`src/rtl/rv32i_pkg.sv`:
```
// RV32I opcode, funct3 and ALU-op encodings shared by the decode datapath.
package rv32i_pkg;

    localparam logic [6:0] OPC_LUI      = 7'b0110111;
    localparam logic [6:0] OPC_AUIPC    = 7'b0010111;
    localparam logic [6:0] OPC_JAL      = 7'b1101111;
    localparam logic [6:0] OPC_JALR     = 7'b1100111;
    localparam logic [6:0] OPC_BRANCH   = 7'b1100011;
    localparam logic [6:0] OPC_LOAD     = 7'b0000011;
    localparam logic [6:0] OPC_STORE    = 7'b0100011;
    localparam logic [6:0] OPC_OP_IMM   = 7'b0010011;
    localparam logic [6:0] OPC_OP       = 7'b0110011;
    localparam logic [6:0] OPC_MISC_MEM = 7'b0001111;
    localparam logic [6:0] OPC_SYSTEM   = 7'b1110011;

    localparam logic [2:0] F3_ADD_SUB = 3'd0;
    localparam logic [2:0] F3_SLL     = 3'd1;
    localparam logic [2:0] F3_SLT     = 3'd2;
    localparam logic [2:0] F3_SLTU    = 3'd3;
    localparam logic [2:0] F3_XOR     = 3'd4;
    localparam logic [2:0] F3_SR      = 3'd5;
    localparam logic [2:0] F3_OR      = 3'd6;
    localparam logic [2:0] F3_AND     = 3'd7;

    localparam logic [31:0] NOP_INST = 32'h00000013;

    typedef enum logic [3:0] {
        ALU_ADD    = 4'd0,
        ALU_SUB    = 4'd1,
        ALU_SLL    = 4'd2,
        ALU_SLT    = 4'd3,
        ALU_SLTU   = 4'd4,
        ALU_XOR    = 4'd5,
        ALU_SRL    = 4'd6,
        ALU_SRA    = 4'd7,
        ALU_OR     = 4'd8,
        ALU_AND    = 4'd9,
        ALU_PASS_B = 4'd10
    } alu_op_e;

    typedef enum logic [2:0] {
        IMM_NONE = 3'd0,
        IMM_I    = 3'd1,
        IMM_S    = 3'd2,
        IMM_B    = 3'd3,
        IMM_U    = 3'd4,
        IMM_J    = 3'd5
    } imm_fmt_e;

    // alt selects SUB/SRA (instruction bit 30) where funct3 has two meanings
    function automatic alu_op_e alu_from_funct3(input logic [2:0] f3, input logic alt);
        case (f3)
            F3_ADD_SUB: return alt ? ALU_SUB : ALU_ADD;
            F3_SLL:     return ALU_SLL;
            F3_SLT:     return ALU_SLT;
            F3_SLTU:    return ALU_SLTU;
            F3_XOR:     return ALU_XOR;
            F3_SR:      return alt ? ALU_SRA : ALU_SRL;
            F3_OR:      return ALU_OR;
            default:    return ALU_AND;
        endcase
    endfunction

endpackage

```
`src/rtl/imm_gen.sv`:
```
// Combinational RV32I immediate generator; all formats sign-extend from inst[31].
module imm_gen
    import rv32i_pkg::*;
#(
    parameter int XLEN = 32
) (
    input  logic [31:0]     inst_i,
    input  imm_fmt_e        fmt_i,
    output logic [XLEN-1:0] imm_o
);

    logic [31:0] imm32;

    always_comb begin
        imm32 = '0;
        case (fmt_i)
            IMM_I: imm32 = {{20{inst_i[31]}}, inst_i[31:20]};
            IMM_S: imm32 = {{20{inst_i[31]}}, inst_i[31:25], inst_i[11:7]};
            IMM_B: imm32 = {{19{inst_i[31]}}, inst_i[31], inst_i[7], inst_i[30:25],
                            inst_i[11:8], 1'b0};
            IMM_U: imm32 = {inst_i[31:12], 12'b0};
            IMM_J: imm32 = {{11{inst_i[31]}}, inst_i[31], inst_i[19:12], inst_i[20],
                            inst_i[30:21], 1'b0};
            default: imm32 = '0;
        endcase
    end

    assign imm_o = XLEN'($signed(imm32));

endmodule

```
`src/rtl/decode_stage.sv`:
```
// RV32I ID stage: control decode, operand capture, load-use stall into the ID/EX register.
// Optional illegal-instruction detection is enabled by defining DECODE_ILLEGAL_EN.
module decode_stage
    import rv32i_pkg::*;
#(
    parameter int XLEN   = 32,
    parameter int REG_AW = 5
) (
    input  logic              clk,
    input  logic              resetb,
    input  logic              if_valid,
    input  logic [XLEN-1:0]   if_pc,
    input  logic [31:0]       if_inst,
    output logic              id_ready,
    output logic [REG_AW-1:0] a_rs1,
    output logic [REG_AW-1:0] a_rs2,
    input  logic [XLEN-1:0]   d_rs1,
    input  logic [XLEN-1:0]   d_rs2,
    input  logic              ex_flush,
    input  logic              ex_stall,
    output logic              ex_valid,
    output logic [XLEN-1:0]   ex_pc,
    output logic [XLEN-1:0]   ex_rs1_val,
    output logic [XLEN-1:0]   ex_rs2_val,
    output logic [XLEN-1:0]   ex_imm,
    output logic [REG_AW-1:0] ex_rs1,
    output logic [REG_AW-1:0] ex_rs2,
    output logic [REG_AW-1:0] ex_rd,
    output logic [3:0]        ex_alu_op,
    output logic [2:0]        ex_funct3,
    output logic              ex_alu_src_imm,
    output logic              ex_mem_read,
    output logic              ex_mem_write,
    output logic              ex_reg_write,
    output logic              ex_branch,
    output logic              ex_jal,
    output logic              ex_jalr,
    output logic              ex_lui,
    output logic              ex_auipc,
    output logic              ex_illegal
);

    typedef struct packed {
        logic              valid;
        logic [XLEN-1:0]   pc;
        logic [XLEN-1:0]   rs1_val;
        logic [XLEN-1:0]   rs2_val;
        logic [XLEN-1:0]   imm;
        logic [REG_AW-1:0] rs1;
        logic [REG_AW-1:0] rs2;
        logic [REG_AW-1:0] rd;
        alu_op_e           alu_op;
        logic [2:0]        funct3;
        logic              alu_src_imm;
        logic              mem_read;
        logic              mem_write;
        logic              reg_write;
        logic              branch;
        logic              jal;
        logic              jalr;
        logic              lui;
        logic              auipc;
        logic              illegal;
    } idex_t;

    idex_t           ex_q, ex_d, dec, dec_full;
    imm_fmt_e        imm_fmt;
    logic [XLEN-1:0] imm_val;
    logic            use_rs1, use_rs2, hazard;
    logic [6:0]      opcode;
    logic [2:0]      funct3;

    assign opcode = if_inst[6:0];
    assign funct3 = if_inst[14:12];
    assign a_rs1  = REG_AW'(if_inst[19:15]);
    assign a_rs2  = REG_AW'(if_inst[24:20]);

    imm_gen #(.XLEN(XLEN)) u_imm_gen (
        .inst_i (if_inst),
        .fmt_i  (imm_fmt),
        .imm_o  (imm_val)
    );

    always_comb begin
        dec         = '0;
        use_rs1     = 1'b0;
        use_rs2     = 1'b0;
        imm_fmt     = IMM_NONE;
        dec.valid   = 1'b1;
        dec.pc      = if_pc;
        dec.funct3  = funct3;
        dec.rd      = REG_AW'(if_inst[11:7]);
        dec.alu_op  = ALU_ADD;
        case (opcode)
            OPC_LUI: begin
                imm_fmt = IMM_U;
                dec.reg_write = 1'b1; dec.alu_src_imm = 1'b1; dec.lui = 1'b1;
                dec.alu_op = ALU_PASS_B;
            end
            OPC_AUIPC: begin
                imm_fmt = IMM_U;
                dec.reg_write = 1'b1; dec.alu_src_imm = 1'b1; dec.auipc = 1'b1;
            end
            OPC_JAL: begin
                imm_fmt = IMM_J;
                dec.reg_write = 1'b1; dec.jal = 1'b1;
            end
            OPC_JALR: begin
                imm_fmt = IMM_I; use_rs1 = 1'b1;
                dec.reg_write = 1'b1; dec.jalr = 1'b1; dec.alu_src_imm = 1'b1;
            end
            OPC_BRANCH: begin
                imm_fmt = IMM_B; use_rs1 = 1'b1; use_rs2 = 1'b1;
                dec.branch = 1'b1; dec.alu_op = ALU_SUB;
            end
            OPC_LOAD: begin
                imm_fmt = IMM_I; use_rs1 = 1'b1;
                dec.mem_read = 1'b1; dec.reg_write = 1'b1; dec.alu_src_imm = 1'b1;
            end
            OPC_STORE: begin
                imm_fmt = IMM_S; use_rs1 = 1'b1; use_rs2 = 1'b1;
                dec.mem_write = 1'b1; dec.alu_src_imm = 1'b1;
            end
            OPC_OP_IMM: begin
                imm_fmt = IMM_I; use_rs1 = 1'b1;
                dec.reg_write = 1'b1; dec.alu_src_imm = 1'b1;
                dec.alu_op = alu_from_funct3(funct3, (funct3 == F3_SR) & if_inst[30]);
            end
            OPC_OP: begin
                use_rs1 = 1'b1; use_rs2 = 1'b1;
                dec.reg_write = 1'b1;
                dec.alu_op = alu_from_funct3(funct3, if_inst[30]);
            end
            OPC_MISC_MEM, OPC_SYSTEM: imm_fmt = IMM_I;
            default: ;
        endcase
        // unused source fields are zeroed so EX bypass never matches on them
        dec.rs1     = use_rs1 ? a_rs1 : '0;
        dec.rs2     = use_rs2 ? a_rs2 : '0;
        dec.rs1_val = use_rs1 ? d_rs1 : '0;
        dec.rs2_val = use_rs2 ? d_rs2 : '0;
    end

`ifdef DECODE_ILLEGAL_EN
    logic       illegal;
    logic [6:0] funct7;

    assign funct7 = if_inst[31:25];

    always_comb begin
        illegal = 1'b0;
        case (opcode)
            OPC_LUI, OPC_AUIPC, OPC_JAL, OPC_JALR, OPC_BRANCH, OPC_LOAD,
            OPC_STORE, OPC_MISC_MEM, OPC_SYSTEM: illegal = 1'b0;
            OPC_OP:
                illegal = !((funct7 == 7'h00) ||
                            ((funct7 == 7'h20) && ((funct3 == F3_ADD_SUB) || (funct3 == F3_SR))));
            OPC_OP_IMM:
                if (funct3 == F3_SLL)     illegal = (funct7 != 7'h00);
                else if (funct3 == F3_SR) illegal = (funct7 != 7'h00) && (funct7 != 7'h20);
            default: illegal = 1'b1;
        endcase
    end
`endif

    always_comb begin
        dec_full     = dec;
        dec_full.imm = imm_val;
`ifdef DECODE_ILLEGAL_EN
        // illegal entries stay valid so EX can trap, but lose every side effect
        if (illegal) begin
            dec_full.reg_write = 1'b0;
            dec_full.mem_read  = 1'b0;
            dec_full.mem_write = 1'b0;
            dec_full.branch    = 1'b0;
            dec_full.jal       = 1'b0;
            dec_full.jalr      = 1'b0;
        end
        dec_full.illegal = illegal;
`endif
    end

    assign hazard = ex_q.valid & ex_q.mem_read & (ex_q.rd != '0) & if_valid &
                    ((use_rs1 & (a_rs1 == ex_q.rd)) | (use_rs2 & (a_rs2 == ex_q.rd)));

    assign id_ready = ~resetb | ex_flush | (~ex_stall & ~hazard);

    always_comb begin
        ex_d = ex_q;
        if (ex_flush)      ex_d = '0;
        else if (ex_stall) ex_d = ex_q;
        else if (hazard)   ex_d = '0;
        else if (if_valid) ex_d = dec_full;
        else               ex_d = '0;
    end

    always_ff @(posedge clk) begin
        if (!resetb) ex_q <= '0;
        else         ex_q <= ex_d;
    end

    assign ex_valid       = ex_q.valid;
    assign ex_pc          = ex_q.pc;
    assign ex_rs1_val     = ex_q.rs1_val;
    assign ex_rs2_val     = ex_q.rs2_val;
    assign ex_imm         = ex_q.imm;
    assign ex_rs1         = ex_q.rs1;
    assign ex_rs2         = ex_q.rs2;
    assign ex_rd          = ex_q.rd;
    assign ex_alu_op      = ex_q.alu_op;
    assign ex_funct3      = ex_q.funct3;
    assign ex_alu_src_imm = ex_q.alu_src_imm;
    assign ex_mem_read    = ex_q.mem_read;
    assign ex_mem_write   = ex_q.mem_write;
    assign ex_reg_write   = ex_q.reg_write;
    assign ex_branch      = ex_q.branch;
    assign ex_jal         = ex_q.jal;
    assign ex_jalr        = ex_q.jalr;
    assign ex_lui         = ex_q.lui;
    assign ex_auipc       = ex_q.auipc;
    assign ex_illegal     = ex_q.illegal;

endmodule

```
`config.mk`:
```
export PLATFORM = sky130hd
export DESIGN_NAME = decode_stage
export DESIGN_NICKNAME = d
export VERILOG_FILES = /design/src/rtl/rv32i_pkg.sv /design/src/rtl/imm_gen.sv /design/src/rtl/decode_stage.sv
export SDC_FILE = /design/constraint.sdc
export NUM_CORES = 1
export LEC_CHECK = 0
export BUFFER_PORTS_ARGS = -buffer_cell sky130_fd_sc_hd__buf_4
export CORE_ASPECT_RATIO = 0.75
export CORE_MARGIN = 2
export CORE_UTILIZATION = 35
export CTS_BUF_LIST = sky130_fd_sc_hd__clkbuf_8
export CTS_CLUSTER_SIZE = 28
export DETAILED_ROUTE_END_ITERATION = 7
export MAX_ROUTING_LAYER = met4
export SLEW_MARGIN = 30
export SYNTH_ARGS = -nofsm -noshare
export SYNTH_HDL_FRONTEND = slang
export SYNTH_HIERARCHICAL = 1
export SYNTH_SLANG_ARGS = --single-unit
export TNS_END_PERCENT = 100
```
`constraint.sdc`:
```
create_clock -name clk -period 4.5 [get_ports clk]
set_clock_uncertainty 0.05 [all_clocks]
set_input_delay 0.675 -clock clk [delete_from_list [all_inputs] [get_ports clk]]
set_output_delay 0.675 -clock clk [all_outputs]
set_load 0.02 [all_outputs]
```
==> reports/metrics.cfg, run 1 <==
[run_status]
outcome=finished clean

[floorplanning]
initial_utilization_pct=35.7
io_pins=305
die_area_sq_um=19100
fp-row-count=42
die_w_um=159
core-area_sq_um=17700
die_height_um=120

[timing]
layout_setup_ws_ps=1240
fmax_ghz=0.307
drv_slew=0
tightestPinTransition_ps=817
finalSetupViolCount=0
min_period_over_period_pct=72.5
period_minus_slack_ps=3260
hold_viol=0
setup_tns_ps=0
grt_setup_unrepaired=no
max-slew-margin-rel_pct=45.5

[synthesis]
synth_compound_area_share_pct=24.3
synth_cells=692
netlist_area_sq_um=6310
syn-num-nets=825
muxShareOfSynthArea_pct=0
synth_top_family_by_area=compound AO/OA/AOI/OAI gates
synth-seq-cells=160
post_synth_num_cell_types=50
ys_seq_area_share_pct=50.8
synthAdderAreaFrac_pct=0
synth-xor-area-share_pct=1.39
ys.flop_type=dfxtp_1
synth-edff-count=0
yosys.area_share.simple_pct=17.3
synth-async-reset-ratio_pct=0
avgSynthCellArea_sq_um=9.12
yosysWarnings=6

[worst_setup_path]
reg2reg_setup_slack_ps=1870
critPathArrivalTime_ps=2540
cp.required_ps=3770
r2r_end=ex_pc[25]$_SDFFE_PP0N_
crit_path_start=ex_rd[0]$_SDFFE_PP0N_
start_kind=register
endpoint_kind=primary output
reg2regPathDepth=6
rr_startpoint=ex_rd[0]$_SDFFE_PP0N_
cp_max_fo=42
crit_type=register to primary output

[route]
dr.first_iter.drc_count=618
drc_errors=0
antenna_left=0
via_count=6250
wl_per_cell_um=18.2
wl_um=21900
dr.pass1.iters=5
vias_per_cell=5.21

[cells_and_area]
antenna_cells=0
syn_to_final_growth_pct=42.8
finalNetCount=1077
layout-drive-gt1-share_pct=37.3

[clock_tree]
max-clock-path-buffers=2
ctsHtreeMaxLevel=4
cts_resized=0
clkTransAtPathRegs_ps=90
clk_latency_ps=440
ctsHoldBuffers=0
root_buffer=clkbuf_8
cts.sinks=160
post_cts_buffers=0
cts_buffers=17
cts_tree=built

[power_and_ir_drop]
pwr-share-seq_pct=52.9
pwr-share-clk_pct=38.3
internal_power_uw=2000
power_density_nw_per_um2=300
cellLeakagePower_uw=0.00382
swShare_pct=26.0
p_switching_uw=704
combPwrFrac_pct=8.8
ir_worst_vdd_v=0.000173

[grt]
grt_first_pass_wirelength_um=33800
grt-ovfl-total=0
grt_max_degree=78
grt_usage_pct=23.1
antenna_found_initial=0
grt_pass1_vias=5930

[placed_design]
pre_cts_slack_ps=1310
place.gp.congestion=0.823
port_buffers=303
dp_hpwl_um=15100

[worst_hold_path]
hp-start=if_pc[11]
hold_path_end=ex_pc[11]$_SDFFE_PP0N_
holdPathStages=2
hp-class=input pin to register

[job]
max_cap_violations=0

==> worst max path at each step <==
stage,to,slack [ps],cells past startpoint
finish,id_ready,1240,7
global route,id_ready,1070,7
CTS,id_ready,1160,7
detailed placement,id_ready,1310,8
global placement,id_ready,1380,8
floorplan,id_ready,1590,7
==> Yosys cell counts, types with 2 or more instances <==
master | instances | area, sq um
buf_1 | 2 | 7.51
nand3b_1 | 2 | 15.0
xor2_1 | 6 | 52.6
and3_1 | 2 | 12.5
a32o_1 | 76 | 761
xnor2_1 | 4 | 35.0
nor2_1 | 9 | 33.8
and2_1 | 8 | 50.1
a311oi_1 | 2 | 17.5
buf_6 | 3 | 33.8
buf_2 | 12 | 60.1
nand3_1 | 78 | 390
dfxtp_1 | 160 | 3200
o21ai_1 | 7 | 35.0
nor3_1 | 7 | 35.0
a21oi_1 | 8 | 40.0
o211ai_1 | 2 | 15.0
nand4_1 | 2 | 12.5
nor2b_1 | 6 | 37.5
o21ai_0 | 90 | 450
a22o_1 | 6 | 52.6
buf_4 | 13 | 97.6
a21o_1 | 9 | 67.6
nand2_1 | 102 | 383
clkbuf_1 | 50 | 188
nand2b_1 | 2 | 12.5
==> flip-flops by register name, summed over array words and instances (netlist names), 3 cells and up <==
register	cells
ex_funct3	3
ex_rs1	5
ex_rs2_val	32
ex_rs1_val	32
ex_pc	32
ex_alu_op	4
ex_rs2	5
ex_imm	32
ex_rd	5
==> power by group through the flow <==
| stage | combinational, uW | clock [uW] | sequential (uW) |
|---|---|---|---|
| after detailed placement | 240 | 0 | 1460 |
| after global placement | 239 | 0 | 1460 |
| after CTS | 240 | 1080 | 1430 |
| final | 239 | 1040 | 1430 |
| after global routing | 256 | 1130 | 1430 |
| after floorplan | 85.4 | 0 | 1470 |
==> worst max-delay path, stage by stage (launching register included) <==
cell and delay [ps]:
dfxtp_1 380, or4_1 580, o2111ai_2 220, nand2b_1 220, a21oi_4 40, buf_4 270, o21ai_0 210, buf_4 170
==> routing by layer <==
metal | GRT usage (%) | part of all wire (%) | vias to the layer above
li1 | - | - | 3008
met1 | 30.2 | 46 | 2965
met2 | 34.5 | 45 | 256
met3 | 7.03 | 7.8 | 21
met4 | 7.27 | 1.4 | 0
met5 | - | 0 | -
==> final cells by class <==
type	count	area, sq um
Fill cell	1742	8640
Clock inverter	14	131
Clock buffer	18	248
Multi-Input combinational cell	451	2760
Inverter	1	3.75
Tap cell	242	303
Sequential cell	160	3200
Timing Repair Buffer	313	2360
==> logic make-up after synthesis <==
logic type,after synthesis
xor gates and xnor gates,10
AOI/OAI and AO/OA,211
DFF,160
and+or+nand+nor,229
other,1
buffers and inverters,81
==> stage by stage <==
stage	std cells	total power [uW]	cell area (sq um)	hold slack (ps)	utilization [%]
6_report	1199	2710	9010	402	51.0
5_1_grt	1199	2820	9010	367	51.0
4_1_cts	1199	2750	9010	360	51.0
3_5_place_dp	1167	1700	8630	390	48.9
3_3_place_gp	1167	1700	8630	385	48.9
2_1_floorplan	692	1560	6310	473	-
==> layout by cell type, fill, tap and decap left out, types with 2 or more instances in the layout <==
master,synthesis,final
a22o_1,6,6
inv_1,1,2
o21ai_1,7,7
a21oi_1,8,7
clkbuf_8,0,18
nand2_1,102,102
o211ai_1,2,2
nand2b_1,2,2
a32o_1,76,76
o21ai_0,90,90
nand3b_1,2,2
nand3_1,78,78
buf_4,13,312
nand4_1,2,2
xor2_1,6,6
a21o_1,9,8
dfxtp_1,160,160
xnor2_1,4,4
nor2b_1,6,6
nor3_1,7,7
a311oi_1,2,2
clkinvlp_4,0,5
nor2_1,9,9
and2_1,8,7
inv_6,0,4
Power figures use the tool's default switching activity.
==> run 2: changes to the inputs <==
==> constraint.sdc (replaced) <==
create_clock -name clk -period 3.35 [get_ports clk]
set_clock_uncertainty 0.05 [all_clocks]
set_input_delay 0.5025 -clock clk [delete_from_list [all_inputs] [get_ports clk]]
set_output_delay 0.5025 -clock clk [all_outputs]
set_load 0.02 [all_outputs]
==> run 2 against run 1 <==
  * First-iteration DRC count shrank 7.0%
  * Flip-flop and latch count is the same
  * Hold slack lost 170 ps
  * Core utilization grew 0.23 points
  * Critical path type unchanged
  * Critical endpoint unchanged
  * Clock power grew 34%
  * Largest cell class unchanged
  * Routed wire length shrank 0.81%
==> reports/metrics.cfg, run 2 (synthesis results as in run 1) <==
[worst_setup_path]
crit_type=register to primary output  ; unchanged
critPathArrivalTime_ps=2160  ; was 2540 ps
start_kind=register  ; unchanged
cp_cell_sequence=or4_1, o2111ai_2, nand2b_1, a21oi_4, o21ai_0, buf_4  ; was or4_1, o2111ai_2, nand2b_1, a21oi_4, buf_4, o21ai_0, buf_4
r2r_end=ex_pc[27]$_SDFFE_PP0N_  ; was ex_pc[25]$_SDFFE_PP0N_
cp_max_fo=5  ; was 42
critPathTopFamily=simple AND/OR/NAND/NOR gates  ; unchanged
rr_startpoint=ex_rd[0]$_SDFFE_PP0N_  ; unchanged
crit_path_top_delay_cell=or4_1  ; unchanged
endpoint_kind=primary output  ; unchanged
max_stage_delay_ps=560  ; was 580 ps
cp.required_ps=2800  ; was 3770 ps
cp.depth=6  ; was 7
crit_buf_inv=1  ; was 2
reg2reg_setup_slack_ps=840  ; was 1870 ps
reg2regPathDepth=6  ; unchanged

[power_and_ir_drop]
cellLeakagePower_uw=0.00384  ; was 0.00382 uW
ir_worst_vdd_v=0.000222  ; was 0.000173 V
totalPowerFinal_uw=3640  ; was 2710 uW
power_density_nw_per_um2=402  ; was 300 nW/um^2

[cells_and_area]
layout-drive-gt1-share_pct=37.5  ; was 37.3%
layout_common_cells=313 x buf_4, 160 x dfxtp_1, 102 x nand2_1, 90 x o21ai_0, 78 x nand3_1  ; was 312 x buf_4, 160 x dfxtp_1, 102 x nand2_1, 90 x o21ai_0, 78 x nand3_1
final_util_pct=51.3  ; was 51.0%
syn_to_final_growth_pct=43.5  ; was 42.8%
antenna_cells=0  ; unchanged
layout_commonest_cell=buf_4  ; unchanged
design_area_sq_um=9050  ; was 9010 sq um
finalNetCount=1080  ; was 1077

[placed_design]
dp_hpwl_um=14900  ; was 15100 um
port_buffers=303  ; unchanged
place.gp.congestion=0.821  ; was 0.823
postPlaceCellArea_sq_um=8670  ; was 8630 sq um

[worst_hold_path]
hold_path_end=ex_pc[11]$_SDFFE_PP0N_  ; unchanged
hp-class=input pin to register  ; unchanged
holdPathStages=2  ; unchanged
hp-start=if_pc[11]  ; unchanged

[route]
via_count=6256  ; was 6250
drc_errors=0  ; unchanged
dr.pass1.iters=5  ; unchanged
wl_per_cell_um=18.0  ; was 18.2 um
dr.first_iter.drc_count=575  ; was 618
vias_per_cell=5.20  ; was 5.21
antenna_left=0  ; unchanged
wl_um=21700  ; was 21900 um

[timing]
min_period_over_period_pct=80.9
setup_tns_ps=0  ; unchanged
max-slew-margin-rel_pct=44.2  ; was 45.5%
grt_setup_unrepaired=no  ; unchanged
fmax_ghz=0.369
hold_viol=0  ; unchanged
finalSetupViolCount=0  ; unchanged
period_minus_slack_ps=2710
drv_slew=0  ; unchanged
tightestPinTransition_ps=838  ; was 817 ps

[floorplanning]
core-area_sq_um=17700  ; unchanged
die_w_um=159  ; unchanged
fp-row-count=42  ; unchanged
die_area_sq_um=19100  ; unchanged
initial_utilization_pct=35.7  ; unchanged
io_pins=305  ; unchanged
die_height_um=120  ; unchanged

[clock_tree]
ctsHoldBuffers=0  ; unchanged
cts_resized=0  ; unchanged
cts_buffers=17  ; unchanged
cts.sinks=160  ; unchanged
max-clock-path-buffers=2  ; unchanged
clkTransAtPathRegs_ps=90  ; about the same
cts_tree=built  ; unchanged
post_cts_buffers=0  ; unchanged
root_buffer=clkbuf_8  ; unchanged
clk_latency_ps=440  ; about the same
ctsHtreeMaxLevel=4  ; unchanged

[job]
max_cap_violations=0  ; unchanged

[grt]
grt_pass1_vias=5806  ; was 5930
grt-ovfl-total=0  ; unchanged
antenna_found_initial=0  ; unchanged
grt_max_degree=98  ; was 78
grt_first_pass_wirelength_um=33200  ; was 33800 um
grt_usage_pct=22.7  ; was 23.1%

[run_status]
outcome=finished clean  ; unchanged

-- run 2: worst reg2reg max path, cell delays in order, from the launching register on --
cell	delay, ps
dfxtp_1	360
or4_1	560
o2111ai_2	220
nand2b_1	200
a21o_2	110
buf_4	650
a32o_1	320
-- run 2: where the power goes --
group          leakage (uW)  switching (uW)  total (uW)  internal [uW]
registers           0.00129            8.94        1920           1910
clock network      0.000182             773        1390            618
logic               0.00236             162         325            162
total               0.00384             945        3640           2690
-- run 2: how the worst max path moves through the flow --
stage                              end  slack (ps)                   from
6_report                      id_ready         640  ex_rd[0]$_SDFFE_PP0N_
5_1_grt                       id_ready         520  ex_rd[1]$_SDFFE_PP0N_
4_1_cts                       id_ready         570  ex_rd[0]$_SDFFE_PP0N_
3_5_place_dp   ex_imm[11]$_SDFFE_PP0N_         790             if_inst[5]
3_3_place_gp   ex_imm[17]$_SDFFE_PP0N_         790             if_inst[2]
2_1_floorplan                 id_ready         760  ex_rd[0]$_SDFFE_PP0N_
-- run 2: cell type report --
class / instances / area [sq um]
multi-input combinational: 451 / 2760
clock buffer: 18 / 248
timing repair buffer: 316 / 2410
tap: 242 / 303
sequential: 160 / 3200
clock inverter: 14 / 131
fill: 1753 / 8600
inverter: 1 / 3.75
-- run 2: metrics by stage --
stage          setup slack [ps]  hold WS, ps  instances
2_1_floorplan               756          473        692
3_3_place_gp                794          386       1170
3_5_place_dp                788          390       1170
4_1_cts                     570          195       1202
5_1_grt                     518          207       1202
6_report                    639          229       1202
-- run 2: metal layers --
metal  vias to the layer above  GRT usage [%]  part of all wire [%]
met4                         0           6.48                   1.5
met1                      2948           31.3                    47
met3                        20           6.07                   7.7
met2                       265           32.8                    44
met5                         -              -                     0
li1                       3023              -                     -
==> run 3: changes to the inputs <==
--- a/config.mk
+++ b/config.mk
@@ -13,6 +13,7 @@
 export CTS_CLUSTER_SIZE = 28
 export DETAILED_ROUTE_END_ITERATION = 7
 export MAX_ROUTING_LAYER = met4
+export PLACE_DENSITY = 0.66
 export SLEW_MARGIN = 30
 export SYNTH_ARGS = -nofsm -noshare
 export SYNTH_HDL_FRONTEND = slang
==> constraint.sdc (replaced) <==
create_clock -name clk -period 2.2 [get_ports clk]
set_clock_uncertainty 0.05 [all_clocks]
set_input_delay 0.33 -clock clk [delete_from_list [all_inputs] [get_ports clk]]
set_output_delay 0.33 -clock clk [all_outputs]
set_load 0.02 [all_outputs]
==> run 3 against run 2 <==
  * The flow now finishes with violations (setup timing)
  * Worst setup slack got worse by 870 ps
  * Largest power group unchanged
  * Die area unchanged
  * Sequential power increased by 52%
==> reports/metrics.cfg, run 3 (synthesis results as in run 1) <==
[grt]
grt_first_pass_wirelength_um=33200  ; about the same
grt_usage_pct=22.5  ; was 22.7%
grt_max_degree=66  ; was 98
grt-ovfl-total=0  ; unchanged
grt_pass1_vias=6023  ; was 5806
antenna_found_initial=0  ; unchanged

[timing]
layout_setup_ws_ps=-226  ; was 639 ps
grt_setup_unrepaired=yes  ; was no
max-slew-margin-rel_pct=50.3  ; was 44.2%
drv_slew=0  ; unchanged
hold_viol=0  ; unchanged
min_period_over_period_pct=110
tightestPinTransition_ps=743  ; was 838 ps
finalSetupViolCount=1  ; was 0
fmax_ghz=0.412
period_minus_slack_ps=2430

[clock_tree]
clk_latency_ps=450  ; was 440 ps
root_buffer=clkbuf_8  ; unchanged
cts_tree=built  ; unchanged
ctsHtreeMaxLevel=4  ; unchanged
ctsHoldBuffers=0  ; unchanged
cts.sinks=160  ; unchanged
max-clock-path-buffers=2  ; unchanged
cts_buffers=17  ; unchanged
clkTransAtPathRegs_ps=100  ; was 90 ps

[floorplanning]
core-area_sq_um=17700  ; unchanged
die_height_um=120  ; unchanged
fp-row-count=42  ; unchanged
io_pins=305  ; unchanged
die_w_um=159  ; unchanged
die_area_sq_um=19100  ; unchanged
initial_utilization_pct=35.7  ; unchanged

[placed_design]
place.gp.congestion=0.905  ; was 0.821
port_buffers=303  ; unchanged
pre_cts_slack_ps=-118  ; was 788 ps
dp_hpwl_um=15200  ; was 14900 um

[route]
antenna_left=0  ; unchanged
dr.first_iter.drc_count=726  ; was 575
wl_per_cell_um=17.5  ; was 18.0 um
vias_per_cell=5.20  ; about the same
drc_errors=0  ; unchanged
wl_um=21700  ; about the same
via_count=6431  ; was 6256
dr.pass1.iters=7  ; was 5

[worst_setup_path]
crit_path_start=ex_rd[0]$_SDFFE_PP0N_  ; unchanged
endpoint_kind=primary output  ; unchanged
critPathTopFamily=simple AND/OR/NAND/NOR gates  ; unchanged
reg2regPathDepth=7  ; was 6
reg2reg_setup_slack_ps=160  ; was 840 ps
crit_buf_inv=1  ; unchanged
cp.required_ps=1820  ; was 2800 ps
max_stage_delay_ps=550  ; was 560 ps
start_kind=register  ; unchanged
crit_path_top_delay_cell=or4_4  ; was or4_1
r2r_end=ex_rd[4]$_SDFFE_PP0N_  ; was ex_pc[27]$_SDFFE_PP0N_
critPathArrivalTime_ps=2050  ; was 2160 ps
rr_startpoint=ex_rd[2]$_SDFFE_PP0N_  ; was ex_rd[0]$_SDFFE_PP0N_
cp_cell_sequence=or4_4, o2111ai_4, nand2b_4, a21oi_4, o21ai_2, buf_6  ; was or4_1, o2111ai_2, nand2b_1, a21oi_4, o21ai_0, buf_4
cp_max_fo=2  ; was 5
crit_type=register to primary output  ; unchanged

[cells_and_area]
seq_area_sq_um=3210  ; was 3200 sq um
layout_commonest_cell=buf_4  ; unchanged
syn_to_final_growth_pct=50.0  ; was 43.5%
layout_common_cells=339 x buf_4, 157 x dfxtp_1, 102 x nand2_1, 89 x o21ai_0, 78 x nand3_1  ; was 313 x buf_4, 160 x dfxtp_1, 102 x nand2_1, 90 x o21ai_0, 78 x nand3_1
finalNetCount=1115  ; was 1080
layout-drive-gt1-share_pct=40.3  ; was 37.5%
multi_input_area_sq_um=2780  ; was 2760 sq um
fill_cells=1705  ; was 1753
antenna_cells=0  ; unchanged
final_util_pct=53.6  ; was 51.3%

[run_status]
outcome=complete, but fails checks  ; was finished clean
violations=setup timing

[worst_hold_path]
hp-class=input pin to register  ; unchanged
hp-start=if_pc[18]  ; was if_pc[11]
holdPathStages=2  ; unchanged
hold_path_end=ex_pc[18]$_SDFFE_PP0N_  ; was ex_pc[11]$_SDFFE_PP0N_

[power_and_ir_drop]
power_density_nw_per_um2=596  ; was 402 nW/um^2
ir_worst_vdd_v=0.000324  ; was 0.000222 V
cellLeakagePower_uw=0.00406  ; was 0.00384 uW
totalPowerFinal_uw=5640  ; was 3640 uW

[job]
max_cap_violations=0  ; unchanged

## run 3: how the worst max path moves through the flow
stage | end | slack (ps) | cells after the start
4_1_cts | id_ready | -260 | 6
3_3_place_gp | ex_imm[11]$_SDFFE_PP0N_ | -110 | 8
6_report | id_ready | -230 | 6
3_5_place_dp | ex_imm[11]$_SDFFE_PP0N_ | -120 | 8
2_1_floorplan | id_ready | 30 | 6
5_1_grt | id_ready | -330 | 6
## run 3: area by class of cell
class	instances	share of cell area, %
Sequential cell	160	33.9
Timing Repair Buffer	351	29.3
Clock inverter	13	1.36
Multi-Input combinational cell	451	29.4
Clock buffer	19	2.76
Tap cell	242	3.20
Inverter	1	0.0397
## run 3: timing repair
item,CTS,global route
pin swaps,0,1
gates cloned,0,0
setup endpoints to repair,1,1
gates resized for setup,7,1
buffers inserted,2,1
## run 3: power by group
group / internal, uW / leakage (uW) / total (uW) / switching (uW)
combinational: 277 / 0.00258 / 539 / 261
sequential: 2910 / 0.00129 / 2920 / 12.1
clock: 978 / 0.000187 / 2180 / 1200
## run 3: metrics by stage
stage                     cells  cell area (sq um)  hold WS [ps]  setup TNS (ps)
after global routing       1237               9460          12.4            -327
final                      1237               9460          49.4            -226
after CTS                  1236               9460          15.5            -260
after global placement     1202               9020           384           -1450
after floorplan             692               6310           424               0
after detailed placement   1202               9020           388           -1130
## run 3: per-layer routing
layer	up-vias	global-route usage (%)	part of all wire [%]
li1	3090	-	-
met3	9	6.76	8.3
met2	270	34.6	46
met5	-	-	0
met4	0	4.83	0.46
met1	3062	29.5	46
